--- src/rtl/key_evt_pkg.sv ---
// ---------------------------------------------------------------------------
// key_evt_pkg
// Shared definitions for the key event decoder:
//   state_t   - decoder FSM states
//   MODE_W    - width of the loop-mode index
//   MODE_RST  - loop-mode value after reset and after a long press
//   nextMode  - loop-mode update for one cycle's decoded event
// ---------------------------------------------------------------------------
package key_evt_pkg;

  localparam int MODE_W = 2;
  localparam logic [MODE_W-1:0] MODE_RST = '0;

  typedef enum logic [2:0] {
    ST_IDLE      = 3'd0,
    ST_PRESS1    = 3'd1,
    ST_WAIT2     = 3'd2,
    ST_PRESS2    = 3'd3,
    ST_LONG_HOLD = 3'd4
  } state_t;

  // Single steps forward, double steps back, long returns to the start.
  // Both directions wrap naturally in MODE_W bits.
  function automatic logic [MODE_W-1:0] nextMode(
    input logic [MODE_W-1:0] cur,
    input logic              isSingle,
    input logic              isDouble,
    input logic              isLong
  );
    logic [MODE_W-1:0] result;
    result = cur;
    if (isLong) begin
      result = MODE_RST;
    end else if (isDouble) begin
      result = cur - MODE_W'(1);
    end else if (isSingle) begin
      result = cur + MODE_W'(1);
    end
    return result;
  endfunction

endpackage

--- src/rtl/key_evt_timer.sv ---
// ---------------------------------------------------------------------------
// key_evt_timer
// 32-bit saturating cycle counter shared by all decoder states.
// Ports:
//   clk      - clock, rising edge
//   rst_n    - synchronous active-low reset, counter to 0
//   i_clear  - synchronous clear (counter restarts at 0 next cycle)
//   i_tc     - terminal count to compare against
//   o_tc_hit - high while the counter is at or beyond i_tc
// ---------------------------------------------------------------------------
module key_evt_timer (
  input  logic        clk,
  input  logic        rst_n,
  input  logic        i_clear,
  input  logic [31:0] i_tc,
  output logic        o_tc_hit
);

  logic [31:0] r_count;

  // Counter holds at all-ones instead of wrapping, so a state that sits
  // for a very long time never sees the terminal count a second time.
  always_ff @(posedge clk) begin
    if (!rst_n) begin
      r_count <= '0;
    end else if (i_clear) begin
      r_count <= '0;
    end else if (r_count != 32'hFFFF_FFFF) begin
      r_count <= r_count + 32'd1;
    end
  end

  assign o_tc_hit = (r_count >= i_tc);

endmodule

--- src/rtl/key_event_decoder.sv ---
// ---------------------------------------------------------------------------
// key_event_decoder
// Classifies debounced key activity into single click, double click and
// long press, and steps a loop-mode index from those events.
// Parameters:
//   DBL_WIN  - max cycles from first release to second press for a double
//   LONG_CNT - cycles a first press must be held to count as long
// Ports:
//   clk        - clock, rising edge
//   rst_n      - synchronous active-low reset
//   key_press  - one-cycle pulse per debounced press
//   key_held   - level, high while the key is down
//   evt_single - one-cycle registered pulse, single click
//   evt_double - one-cycle registered pulse, double click
//   evt_long   - one-cycle registered pulse, long press
//   mode       - loop-mode index, changes in the same cycle as its event
// Build option:
//   KEY_EVT_LONG_EN - when defined, long-press detection is built; when
//   undefined, a held press of any length is a single/double click and
//   evt_long is constant 0.
// ---------------------------------------------------------------------------
module key_event_decoder
  import key_evt_pkg::*;
#(
  parameter int unsigned DBL_WIN  = 5_000_000,
  parameter int unsigned LONG_CNT = 20_000_000
) (
  input  logic              clk,
  input  logic              rst_n,
  input  logic              key_press,
  input  logic              key_held,
  output logic              evt_single,
  output logic              evt_double,
  output logic              evt_long,
  output logic [MODE_W-1:0] mode
);

  localparam logic [31:0] DBL_TC  = 32'(DBL_WIN - 1);
  localparam logic [31:0] LONG_TC = 32'(LONG_CNT - 1);

  state_t            r_state;
  state_t            w_nextState;
  logic              w_single;
  logic              w_double;
  logic              w_long;
  logic              r_single;
  logic              r_double;
  logic [MODE_W-1:0] r_mode;
  logic [31:0]       w_tc;
  logic              w_tcHit;
  logic              w_timerClear;

  // Only PRESS1 looks at the long-press limit; every other state that cares
  // about time is waiting for the double-click window to close.
  assign w_tc = (r_state == ST_PRESS1) ? LONG_TC : DBL_TC;

  // Any state change restarts the shared timer from zero.
  assign w_timerClear = (w_nextState != r_state);

  key_evt_timer u_timer (
    .clk      (clk),
    .rst_n    (rst_n),
    .i_clear  (w_timerClear),
    .i_tc     (w_tc),
    .o_tc_hit (w_tcHit)
  );

  // Next-state and event decode. Priority inside a state resolves the
  // same-cycle races: a release beats the long limit, and a second press
  // beats the closing of the double-click window.
  always_comb begin
    w_nextState = r_state;
    w_single    = 1'b0;
    w_double    = 1'b0;
    w_long      = 1'b0;
    case (r_state)
      ST_IDLE: begin
        if (key_press) begin
          w_nextState = ST_PRESS1;
        end
      end
      ST_PRESS1: begin
        if (!key_held) begin
          w_nextState = ST_WAIT2;
        end
`ifdef KEY_EVT_LONG_EN
        else if (w_tcHit) begin
          w_long      = 1'b1;
          w_nextState = ST_LONG_HOLD;
        end
`endif
      end
      ST_WAIT2: begin
        if (key_press) begin
          w_double    = 1'b1;
          w_nextState = ST_PRESS2;
        end else if (w_tcHit) begin
          w_single    = 1'b1;
          w_nextState = ST_IDLE;
        end
      end
      ST_PRESS2: begin
        if (!key_held) begin
          w_nextState = ST_IDLE;
        end
      end
`ifdef KEY_EVT_LONG_EN
      ST_LONG_HOLD: begin
        if (!key_held) begin
          w_nextState = ST_IDLE;
        end
      end
`endif
      default: begin
        w_nextState = ST_IDLE;
      end
    endcase
  end

  // State, event pulses and mode all register together so that mode
  // changes in exactly the cycle its event pulse is visible.
  always_ff @(posedge clk) begin
    if (!rst_n) begin
      r_state  <= ST_IDLE;
      r_single <= 1'b0;
      r_double <= 1'b0;
      r_mode   <= MODE_RST;
    end else begin
      r_state  <= w_nextState;
      r_single <= w_single;
      r_double <= w_double;
      r_mode   <= nextMode(r_mode, w_single, w_double, w_long);
    end
  end

`ifdef KEY_EVT_LONG_EN
  logic r_long;

  // Long-press pulse register, only present when the feature is built.
  always_ff @(posedge clk) begin
    if (!rst_n) begin
      r_long <= 1'b0;
    end else begin
      r_long <= w_long;
    end
  end

  assign evt_long = r_long;
`else
  assign evt_long = 1'b0;
`endif

  assign evt_single = r_single;
  assign evt_double = r_double;
  assign mode       = r_mode;

endmodule

--- config.mk ---
export PLATFORM = sky130hd
export DESIGN_NAME = key_event_decoder
export DESIGN_NICKNAME = d
export VERILOG_FILES = /design/src/rtl/key_evt_pkg.sv /design/src/rtl/key_evt_timer.sv /design/src/rtl/key_event_decoder.sv
export SDC_FILE = /design/constraint.sdc
export NUM_CORES = 1
export LEC_CHECK = 0
export ABC_AREA = 1
export BUFFER_PORTS_ARGS = -buffer_cell sky130_fd_sc_hd__buf_2
export CORE_MARGIN = 10
export CORE_UTILIZATION = 65
export CTS_CLUSTER_DIAMETER = 150
export DETAILED_ROUTE_END_ITERATION = 6
export GPL_ROUTABILITY_DRIVEN = 1
export HOLD_SLACK_MARGIN = 0.15
export PLACE_DENSITY = 0.95
export SLEW_MARGIN = 5
export SYNTH_ARGS = -nofsm -noshare
export SYNTH_HDL_FRONTEND = slang
export SYNTH_SLANG_ARGS = --single-unit
--- constraint.sdc ---
create_clock -name clk -period 8.4 [get_ports clk]
set_clock_uncertainty 0.1 [all_clocks]
set_input_delay 0.84 -clock clk [delete_from_list [all_inputs] [get_ports clk]]
set_output_delay 0.84 -clock clk [all_outputs]
set_load 0.005 [all_outputs]
== Word level (Yosys, flattened, before mapping) ==
Index checks and enable logic that the tools add are counted.
Storage, ports and cells
  bits in registers: 39
  latch bits: 0
  memory bits (writable): 0
  ROM bits: 0
  bits of input ports: 4
  output and inout bits: 5
  word-level logic and storage cells: 32
  memories kept: 0
Operators by class
  add/sub/neg operators: 3
  multipliers: 0
  div/mod/pow operators: 0
  $lt $le $gt $ge: 1
  equal/unequal tests: 5
  shifts and indexed selects: 0
  multiplexer cells: 14
  bitwise operators: 1
  reduce and logical (&&, ||, !) cells: 3
Operators with widths (count)
  adder 32 x 1 -> 32 bit, second input constant: 1
  >= comparator 32 x 25 -> 1 bit: 1
  != test 32 bit, second input constant: 1
  2-to-1 mux 25 bit: 1
  2-to-1 mux 3 bit: 5
  case mux 3 bit (4 select lines): 1
  equality test 3 x 2 -> 1 bit, second input constant: 2
  2-to-1 mux 1 bit: 5
  2-to-1 mux 2 bit: 2
  equality test 3 x 1 -> 1 bit, second input constant: 1
  logical NOT 3 bit: 1
  != test 3 bit: 1
  adder 2 x 1 -> 2 bit, second input constant: 1
  nonzero test 2 bit: 1
  OR reduction 2 bit: 1
  subtractor 2 x 1 -> 2 bit, second input constant: 1
  inverter 1 bit: 1

== Longest topological paths before layout ==
Gate-level depths: netlist (run 1).
  depth after elaboration: 8
  depth in mapped cells: 18

== Hierarchy ==
Synthesis (run 1) repeated with hierarchy kept, for this count alone.
Unflattened totals
  cell total of the unflattened synthesis: 494
  area total of the unflattened synthesis: 3173.0 um^2
Modules (own cells, without submodules)
  key_evt_timer: instances 1, cells an instance 436, area each 2791.4 um^2
  key_event_decoder: instances 1, cells an instance 58, area each 381.6 um^2

== Worst setup path before layout (run 1) ==
Ideal clock, no wire load.
  kind: register to register
  start point: register r_state[0]
  end point: register u_timer.r_count[5]
  setup time: 118 ps
  arrival time: 2411 ps
  data required time: 8182 ps
  path slack: 5771 ps
  cell stages (with the launch flop): 17
  buffers on the path: 1
  clock period less this slack: 2629 ps
  cells stage by stage: dfxtp_1 inv_1 nor3_1 inv_1 ha_1 nand2_1 nor3_1 nand3_1 nor2_1 nand2_1 nand2_1 nand2_1 nand2_1 nand3_2 nand2_4 buf_6 nor2_1
On the way
  longest elaborated chain between the ends: 8
  elaborated cells on any way between the ends: 14
Ends and longest elaborated chain
  from (decl): line key_event_decoder.sv:41  | state_t r_state;
  from (signal assigned): line key_event_decoder.sv:129  | r_state <= w_nextState;
  equality test 3 x 1 -> 1 bit: line key_event_decoder.sv:55, key_event_decoder.sv:76
  2-to-1 mux 25 bit: line key_event_decoder.sv:55  | assign w_tc = (r_state == ST_PRESS1) ? LONG_TC : DBL_TC;
  >= comparator 32 x 25 -> 1 bit: line key_evt_timer.sv:33  | assign o_tc_hit = (r_count >= i_tc);
  2-to-1 mux 3 bit: line key_event_decoder.sv:97  | end else if (w_tcHit) begin
  2-to-1 mux 3 bit: line key_event_decoder.sv:94  | if (key_press) begin
  case mux 3 bit (4 select lines): line key_event_decoder.sv:76  | case (r_state)
  != test 3 bit (*): line key_event_decoder.sv:58  | assign w_timerClear = (w_nextState != r_state);
  OR reduction 2 bit (no line) (*)
  to (signal assigned): line key_evt_timer.sv:29  | r_count <= r_count + 32'd1;
  to (decl): line key_evt_timer.sv:19  | logic [31:0] r_count;
Every way passes the cells marked *; elsewhere a longest branch is shown, timed or not.
A chain may end at the register's enable or synchronous reset.

== Worst setup path in the final report (run 1) ==
  start point: register r_state[0]
  end point: register u_timer.r_count[17]
Same word-level chain as after synthesis.

==> results by group, run 1 <==
Outcome
  • Status: finished, final reports clean

Floorplan
  • # IOs: 9
  • Core area: 3744 um2
  • # rows: 22
  • Die footprint: approximately 6900 um2
  • Die H: about 83 um
  • Die width: 82.82 um
  • Initial Utilization: ~69%

Timing
  • Post-route setup slack: between 5 and 6 ns
  • Relative slew margins: between 40% and 50%
  • Min Tclk post-route: 3.236 ns
  • Period utilization: 38.52%
  • Worst slew pin tran: 0.8359 ns
  • Slew Limit Fails: 0
  • RSZ-0062 raised after global routing: false
  • Setup-failing EPs final: 0
  • Achievable clock frequency: 309.0 MHz
  • Final Hold Fails: 0
  • Setup TNS: 0 ns

Worst hold path
  • Worst Min Path Start: mode[0]
  • Hold Crit Depth: 3
  • Hold EP: mode[0]
  • Type of the tightest min-delay check: flip-flop to flip-flop

Worst setup path
  • CP Buf/Inv Count: 3
  • Setup crit end kind: flip-flop
  • CP top delay family: simple AND/OR/NAND/NOR gates
  • Slowest CP cell: nor3_1
  • Reg-to-reg slack, setup: 5.16 ns
  • Max incr delay on CP: 0.65 ns
  • Cells along the critical path: inv_1 -> nor3_1 -> inv_1 -> ha_1 -> nand2_1 -> inv_1 -> nand2_1 -> nor2_1 -> nand2_1 -> nand3_1 -> nand2_1 -> nand2_1 -> nand2_1 -> nand2_1 -> nand3_2 -> nand2_4 -> nor2_1
  • Reg2Reg Launch Point: r_state[0]
  • Startpoint types: flip-flop
  • R2r endpoint: u_timer.r_count[17]
  • Crit. Startpoint: r_state[0]
  • Arrival time worst endpoint: 3.31 ns
  • Worst R2R Path Depth: 17
  • CP max FO: 32
  • Worst Path Required: 8.47 ns
  • Most frequent CP cell: nand2_1
  • Setup Crit Path Kind: flip-flop to flip-flop

Clock network
  • TritonCTS Buffers: 5
  • Hold buffer count at cts: 0
  • Clock Path Buffers: 2
  • Clk_lat worst skew: 0.30 ns
  • Setup Fix Bufs, Post-CTS: 0
  • H-Tree Depth: 2
  • Post-CTS resize count: 0
  • Clock Tree Root: clkbuf_8
  • TritonCTS clock tree: built
  • Clock slew at reported path FFs: 0.08 ns
  • CTS Sinks: 39

Place
  • DPL Wire Length: between 4000 and 5000 um
  • Worst Setup Slack post-DPL: 5.214 ns
  • PortBufs: 7
  • Gpl congestion: 0.9815

Layout
  • Final net count: 419
  • # diodes: 0
  • Most common cell after layout, fill and taps aside: nor2_1
  • Filler cells: 324
  • Commonest cells after routing, fill and taps aside: 105 x nor2_1, 91 x nand2_1, 39 x dfxtp_1, 36 x inv_1, 24 x xor2_1
  • Area growth from synthesis to layout: 5.268%
  • Proportion of layout cells with a drive suffix above 1: 6.733%

Synth
  • Seq cells post-synth: 39
  • Post-synthesis cell area: around 2600 um2
  • Syn Area/Cell: between 6 and 7 um2
  • Sequential fraction of the synthesis area: a little under a third
  • Warnings from Yosys: 0
  • Cells after Synth: 391
  • Unique masters post-synth: 29

Run
  • Max Cap Viol: 0

Detailed routing
  • DRC errors left: 0
  • 1st-pass router iterations: 5
  • Final wirelength: 5945 um
  • Initial DRC count: about 160
  • Via/cell ratio: 5.508
  • ANT nets after route: 0
  • Wirelength per Cell: roughly 13 um
  • Vias: 2473

GRT
  • Initial antenna violation count: 0
  • First-pass GRT wire length: 10330 um
  • Largest net degree at the start of global routing: 33
  • Vias in the first global route: 2324
  • Total gr overflow: 0
  • GRT Total Usage: approximately 18%

Power
  • Maximum vdd drop: 0.1232 mV
  • Pwr Density: 125.6 nW/um2
  • Lkg Pwr: 1.145 nW
==> cell type report <==
class                           instances  area, um2  area share (%)
Clock buffer                            8      100.1           3.707
Multi-Input combinational cell        307       1573           58.25
Inverter                               40      151.4           5.607
Timing Repair Buffer                    7      35.03           1.297
Sequential cell                        39      780.7           28.92
Tap cell                               48      60.06           2.224
==> power breakdown <==
part	internal, mW	leakage (nW)	switching, mW	total, mW
Clock	0.0749	0.0515	0.0640	0.139
Combinational	0.00412	0.779	0.00886	0.0130
Sequential	0.186	0.315	0.00116	0.187
==> per-stage QoR <==
step / power (mW) / area, um2 / util [%] / hold WS, ns / std cells
floorplan: 0.2023 / 2569 / - / 0.3967 / 392
global placement: 0.2034 / 2600 / 69.45 / 0.3945 / 441
detailed placement: 0.2044 / 2600 / 69.45 / 0.4118 / 441
CTS: 0.3420 / 2700 / 72.13 / 0.4314 / 449
global route: 0.3529 / 2700 / 72.13 / 0.4597 / 449
finish: 0.3391 / 2700 / 72.13 / 0.4269 / 449
==> synthesized netlist by cell type <==
cell	instances	share of area, %
nor2_2	1	0.24
or3_1	1	0.24
a21oi_1	11	2.1
nand4_1	7	1.7
inv_2	3	0.44
nand2_2	1	0.24
ha_1	15	7.3
inv_1	36	5.3
conb_1	1	0.15
clkinv_2	1	0.19
nor3_2	3	1.2
dfxtp_1	39	30
nand3_1	10	2.0
nor2_1	105	15
buf_6	5	2.2
o21ai_0	4	0.78
nor3_1	16	3.1
a31oi_1	1	0.24
and3_1	1	0.24
a21boi_0	1	0.29
buf_4	1	0.29
xnor2_1	6	2.0
xor2_1	24	8.2
nor2_4	1	0.44
nand3_2	2	0.78
nand2_1	91	13
nor4_1	2	0.49
or2_0	1	0.24
nand2_4	1	0.44
==> routing by layer <==
metal,GRT usage (%),vias to the layer above,wire length [um]
met2,29.47,125,2772
met4,9.231,0,232
met5,0,-,0
li1,-,1241,-
met1,19.73,1082,2429
met3,4.688,25,510
==> worst min-delay path: cells and delay by family (launching register included) <==
family | cells | cell delay, ns
AND/OR/NAND/NOR | 2 | 0.12
flip-flops | 1 | 0.35
buffers and inverters | 1 | 0.04
==> cell families after synthesis <==
family          share of synthesized area [%]
xor+xnor                                10.24
flops                                   30.44
compound gates                          3.464
simple gates                            40.00
buf+inv                                 8.390
other cells                            0.1462
fa+ha+maj                               7.317
==> how the worst max path moves through the flow <==
stage	endpoint	slack (ns)	cells after the start
2_1_floorplan	u_timer.r_count[5]	5.77	16
5_1_grt	u_timer.r_count[17]	4.91	15
6_report	u_timer.r_count[17]	5.16	17
3_3_place_gp	u_timer.r_count[27]	5.35	15
4_1_cts	u_timer.r_count[16]	5.19	15
3_5_place_dp	u_timer.r_count[17]	5.21	15
==> registers in the layout, summed over array words and instances, names as in the netlist <==
| name | count |
|---|---|
| evt_double | 1 |
| evt_single | 1 |
| mode | 2 |
| r_state | 3 |
| u_timer.r_count | 32 |
Note: power is estimated with default switching activity, not from simulation.
==> inputs of run 2 (changes only) <==
- CORE_UTILIZATION: 65 -> 62
- PLACE_DENSITY: 0.95 -> 0.92
- clock period: 8.4 -> 3.25 ns (I/O delays scaled with it)
==> run 2 against run 1 <==
Effect of this change:
- combinational power grew to 2.5 times the previous value
- cell area is 0.32% lower
- final cell count is 0.67% higher
- worst hold slack worse by 0.21 ns
- non-clock buffer count is 1 higher
- total power is 150% higher
- highest routed layer unchanged
==> results by group, run 2 (same netlist as run 1, synthesis figures left out) <==
Outcome
  • Status: finished, final reports clean

Clock network
  • CTS Sinks: 39 (unchanged)
  • Hold buffer count at cts: 0 (unchanged)
  • H-Tree Depth: 2 (unchanged)
  • Clock slew at reported path FFs: 0.07 ns (about the same)
  • TritonCTS Buffers: 5 (unchanged)
  • Clock Path Buffers: 2 (unchanged)
  • Clock Tree Root: clkbuf_8
  • TritonCTS clock tree: built
  • Setup Fix Bufs, Post-CTS: 0 (unchanged)
  • Post-CTS resize count: 0 (unchanged)
  • Clk_lat worst skew: 0.30 ns (about the same)

Worst setup path
  • Setup Crit Path Kind: flip-flop to flip-flop
  • CP max FO: 32 (unchanged)
  • Setup crit end kind: flip-flop
  • CP Buf/Inv Count: 2 (-1)
  • CP top delay family: simple AND/OR/NAND/NOR gates
  • Cells along the critical path: inv_1 -> nor3_1 -> inv_1 -> ha_1 -> nand2_1 -> nor3_1 -> nand3_1 -> nor2_1 -> nand2_1 -> nand2_1 -> nand2_1 -> nand2_1 -> nand3_2 -> nand2_4 -> nor2_1
  • Worst Path Required: 3.33 ns (-5.14 ns)
  • Startpoint types: flip-flop
  • Slowest CP cell: ha_1
  • Max incr delay on CP: 0.36 ns (-0.29 ns)
  • Arrival time worst endpoint: 2.66 ns (-0.65 ns)
  • Most frequent CP cell: nand2_1

Worst hold path
  • Type of the tightest min-delay check: input port to flip-flop

Floorplan
  • Die width: 84.32 um (+1.8%)
  • # rows: 23 (+4.5%)
  • # IOs: 9 (unchanged)
  • Initial Utilization: 64.12% (-4.4 points)
  • Die footprint: 7110 um2 (+3.7%)
  • Die H: 84.32 um (+1.8%)
  • Core area: 4000 um2 (+6.9%)

Power
  • Pint: 0.6425 mW (+140%)
  • Reg power frac: 57.9% (+2.7 points)
  • Switching portion of total power: 23.09% (+1.3 points)
  • Combinational share of power: 3.9% (about the same)
  • Pwr Density: 310.4 nW/um2 (+150%)
  • Net Switching: 0.1929 mW (+160%)
  • Proportion of power drawn by the clock network: 38.1% (-2.9 points)
  • Lkg Pwr: 1.141 nW (-0.34%)
  • Maximum vdd drop: 0.2514 mV (+100%)

Place
  • Cell count after placement: 444 (+0.68%)
  • Worst Setup Slack post-DPL: 0.6863 ns (-4.527 ns)
  • PortBufs: 7 (unchanged)
  • Gpl congestion: 0.9460 (-3.6%)
  • DPL Wire Length: 4400 um (-2.0%)

Layout
  • Area of the multi-input gates: 1573 um2 (unchanged)
  • # diodes: 0 (unchanged)
  • Final net count: 420 (+0.24%)
  • Proportion of layout cells with a drive suffix above 1: 6.716% (-0.017 points)
  • Non-Filler Instances: 452 (+0.67%)
  • Area growth from synthesis to layout: 4.927%
  • Max reg flops: 32 (unchanged)
  • Most common cell after layout, fill and taps aside: nor2_1
  • Commonest cells after routing, fill and taps aside: 105 x nor2_1, 91 x nand2_1, 39 x dfxtp_1, 36 x inv_1, 24 x xor2_1
  • Most flop-heavy register: u_timer.r_count
  • Filler cells: 373 (+15%)
  • Register area: 780.7 um2 (unchanged)

Detailed routing
  • 1st-pass router iterations: 5 (unchanged)
  • ANT nets after route: 0 (unchanged)
  • Final wirelength: 5713 um (-3.9%)
  • Via/cell ratio: 5.387 (-2.2%)
  • Initial DRC count: 246 (+51%)
  • DRC errors left: 0 (unchanged)
  • Wirelength per Cell: 12.64 um (-4.5%)
  • Vias: 2435 (-1.5%)

GRT
  • Vias in the first global route: 2422 (+4.2%)
  • GRT Total Usage: 17.19% (-0.37 points)
  • Largest net degree at the start of global routing: 33 (unchanged)
  • First-pass GRT wire length: 10360 um (+0.33%)
  • Initial antenna violation count: 0 (unchanged)
  • Total gr overflow: 0 (unchanged)

Timing
  • Setup-failing EPs final: 0 (unchanged)
  • Achievable clock frequency: 386.4 MHz (+25%)
  • RSZ-0062 raised after global routing: false
  • Post-route setup slack: 0.6619 ns (-4.502 ns)
  • Final Hold Fails: 0 (unchanged)
  • Slew Limit Fails: 0 (unchanged)
  • Period utilization: 79.63% (+41 points)
  • Min Tclk post-route: 2.588 ns (-0.6478 ns)
  • Setup TNS: 0 ns (unchanged)
  • WHS: 0.2188 ns (-0.2081 ns)

Run
  • Max Cap Viol: 0 (unchanged)
[run 2: cell count changes in the layout (fill, tap and decap cells not counted), sizes merged]
cell	delta
buf	+1
clkbuf	-1
clkinv	+1
[run 2: layout make-up]
type | count | area share [%]
clock buffer | 7 | 2.836
timing repair buffer | 8 | 1.581
tap | 50 | 2.325
clock inverter | 1 | 0.1860
multi-input combinational | 307 | 58.44
sequential | 39 | 29.01
inverter | 40 | 5.625
[run 2: per-stage QoR]
stage               util [%]  power (mW)  area (um2)
floorplan                  -      0.5230        2569
global placement       65.25      0.5265        2610
detailed placement     65.25      0.5281        2610
CTS                    67.28      0.8382        2691
global route           67.28      0.8650        2691
finish                 67.28      0.8354        2691
[run 2: tightest hold or removal path, cell delays in order]
cell and delay (ns):
buf_2 0.07, inv_1 0.08, nor2_1 0.10
[run 2: final timing paths]
| path | startpoint | end | slack [ns] | depth (start not counted) |
|---|---|---|---|---|
| hold / removal | rst_n | evt_double | 0.22 | 3 |
| hold reg to reg | mode[1] | mode[1] | 0.41 | 2 |
| setup / recovery | r_state[0] | u_timer.r_count[22] | 0.66 | 15 |
| setup reg to reg | r_state[0] | u_timer.r_count[22] | 0.66 | 15 |
[run 2: power by group through the flow]
stage,Sequential (mW),Combinational [mW],Clock [mW]
2_1_floorplan,0.494,0.0285,0
3_3_place_gp,0.495,0.0317,0
3_5_place_dp,0.495,0.0331,0
4_1_cts,0.484,0.0335,0.321
5_1_grt,0.484,0.0390,0.342
6_report,0.484,0.0329,0.319
[run 2: layer usage]
layer,global-route usage (%),wire [um]
met2,30.29,2796
met3,3.865,327
met4,6.393,98
met1,19.62,2490
met5,0,0
==> inputs of run 3 (changes only) <==
- clock period: 3.25 -> 2.68 ns (I/O delays scaled with it)
==> run 3 against run 2 <==
Effect of this change:
- the run now ends with capacitance limit left
- first-iteration DRC count is 45% higher
- clock-buffer cell count is 1 lower
- critical path depth is 2 higher
- final cell count is 0.88% higher
- worst hold slack worse by 0.047 ns
==> results by group, run 3 (same netlist as run 1, synthesis figures left out) <==
Outcome
  • Status: complete, but fails checks
  • Failing checks: capacitance limit

GRT
  • Largest net degree at the start of global routing: 33 (unchanged)
  • First-pass GRT wire length: 10770 um (+3.9%)
  • GRT Total Usage: 17.57% (+0.39 points)
  • Total gr overflow: 0 (unchanged)
  • Vias in the first global route: 2461 (+1.6%)
  • Initial antenna violation count: 0 (unchanged)

Detailed routing
  • DRC errors left: 0 (unchanged)
  • ANT nets after route: 0 (unchanged)
  • Final wirelength: 6824 um (+19%)
  • Via/cell ratio: 5.853 (+8.6%)
  • 1st-pass router iterations: 6 (+1)
  • Initial DRC count: 357 (+45%)
  • Wirelength per Cell: 14.96 um (+18%)
  • Vias: 2669 (+9.6%)

Place
  • PortBufs: 7 (unchanged)
  • Gpl congestion: 0.9590 (+1.4%)
  • Cell count after placement: 444 (unchanged)
  • DPL Wire Length: 4429 um (+0.65%)

Floorplan
  • Die width: 84.32 um (unchanged)
  • Die H: 84.32 um (unchanged)
  • # IOs: 9 (unchanged)
  • Die footprint: 7110 um2 (unchanged)
  • Initial Utilization: 64.12% (unchanged)
  • # rows: 23 (unchanged)
  • Core area: 4000 um2 (unchanged)

Layout
  • Proportion of layout cells with a drive suffix above 1: 12.07% (+5.4 points)
  • Filler cells: 305 (-18%)
  • Most flop-heavy register: u_timer.r_count
  • Area growth from synthesis to layout: 12.83%
  • Non-Filler Instances: 456 (+0.88%)
  • Max reg flops: 32 (unchanged)
  • Final net count: 424 (+0.95%)
  • # diodes: 0 (unchanged)
  • Commonest cells after routing, fill and taps aside: 101 x nor2_1, 88 x nand2_1, 38 x dfxtp_1, 34 x inv_1, 24 x xor2_1
  • Most common cell after layout, fill and taps aside: nor2_1

Timing
  • Final Hold Fails: 0 (unchanged)
  • Relative slew margins: less than 1%
  • Setup-failing EPs final: 0 (unchanged)
  • Worst slew pin tran: 1.487 ns
  • Slew Limit Fails: 0 (unchanged)
  • Achievable clock frequency: 376.6 MHz (-2.5%)
  • Min Tclk post-route: 2.655 ns (+0.06697 ns)
  • Period utilization: 99.07% (+19 points)

Clock network
  • Clock Tree Root: clkbuf_8
  • Clk_lat worst skew: 0.30 ns (about the same)
  • TritonCTS Buffers: 5 (unchanged)
  • CTS Sinks: 39 (unchanged)
  • Hold buffer count at cts: 0 (unchanged)
  • Clock slew at reported path FFs: 0.08 ns (about the same)
  • TritonCTS clock tree: built
  • Clock Path Buffers: 2 (unchanged)
  • H-Tree Depth: 2 (unchanged)

Worst setup path
  • Most frequent CP cell: nand2_1
  • Max incr delay on CP: 0.34 ns (-0.02 ns)
  • Worst Path Required: 2.77 ns (-0.56 ns)
  • CP max FO: 8 (-75%)
  • Startpoint types: flip-flop
  • Slowest CP cell: dfxtp_2
  • Cells along the critical path: inv_2 -> nor3_4 -> inv_4 -> ha_4 -> nand2_1 -> inv_1 -> nand2_1 -> nor2_1 -> nand2_1 -> nand3_1 -> nand2_2 -> nand2_2 -> nand2_1 -> nand2_2 -> nand3_4 -> nand2_4 -> nor2_1
  • Setup Crit Path Kind: flip-flop to flip-flop
  • Arrival time worst endpoint: 2.75 ns (+0.09 ns)
  • Setup crit end kind: flip-flop

Worst hold path
  • Type of the tightest min-delay check: input port to flip-flop

Power
  • Pwr Density: 404.0 nW/um2 (+30%)
  • Final Power: 1.169 mW (+40%)
  • Lkg Pwr: 1.190 nW (+4.3%)
  • Maximum vdd drop: 0.3544 mV (+41%)

Run
  • Max Cap Viol: 1 (+1)
-- run 3: cell types whose count changed in the layout (fill, tap and decap cells not counted), moves of 4 or more --
cell,delta
ha_4,+4
nor2_1,-4
nor2_2,+4
ha_1,-4
-- run 3: cell type report --
cell class / instances / area (um2) / area share (%)
Timing Repair Buffer: 9 / 53.80 / 1.859
Clock buffer: 6 / 82.58 / 2.853
Inverter: 40 / 153.9 / 5.318
Sequential cell: 39 / 782.0 / 27.02
Tap cell: 50 / 62.56 / 2.162
Clock inverter: 2 / 35.03 / 1.211
Multi-Input combinational cell: 310 / 1724 / 59.58
-- run 3: report_power, final --
part           leakage (nW)  internal (mW)  switching [mW]
Combinational         0.814         0.0196          0.0425
Sequential            0.315          0.583         0.00512
Clock                0.0612          0.301           0.217
-- run 3: timing repair --
| item | CTS | global route |
|---|---|---|
| buffers inserted | 0 | 1 |
| resized for setup | 0 | 23 |
| setup endpoints to repair | 0 | 32 |
-- run 3: layer usage --
layer	GRT usage, %	wire [um]	up-vias	part of all wire, %
met4	8.828	321	0	4.7
li1	-	-	1259	-
met5	0	0	-	0
met1	20.99	2690	1200	39
met3	4.058	716	35	10
met2	28.70	3095	175	45
-- run 3: final timing paths --
check / to / slack (ns) / from / cells past startpoint
setup / recovery: u_timer.r_count[24] / 0.02 / r_state[0] / 17
hold / removal: evt_single / 0.17 / rst_n / 3
setup reg to reg: u_timer.r_count[24] / 0.02 / r_state[0] / 17
hold reg to reg: mode[1] / 0.41 / mode[1] / 2
-- run 3: metrics by stage --
| stage | TNS [ns] | hold WS, ns | utilization, % | instance area (um2) | setup slack (ns) |
|---|---|---|---|---|---|
| floorplan | 0 | 0.3494 | - | 2569 | 0.05134 |
| global placement | 0 | 0.4009 | 65.25 | 2610 | 0.2308 |
| detailed placement | 0 | 0.4067 | 65.25 | 2610 | 0.04391 |
| CTS | 0 | 0.1745 | 68.19 | 2728 | 0.02430 |
| global route | -1.625 | 0.2340 | 72.35 | 2894 | -0.1022 |
| finish | 0 | 0.1721 | 72.35 | 2894 | 0.02497 |
-- run 3: critical path: cells and delay by family (launching register included) --
kind,cells,cell delay [ns]
and+or+nand+nor,13,1.57
DFF,1,0.34
adders and majority gates,1,0.29
buffers and inverters,3,0.25
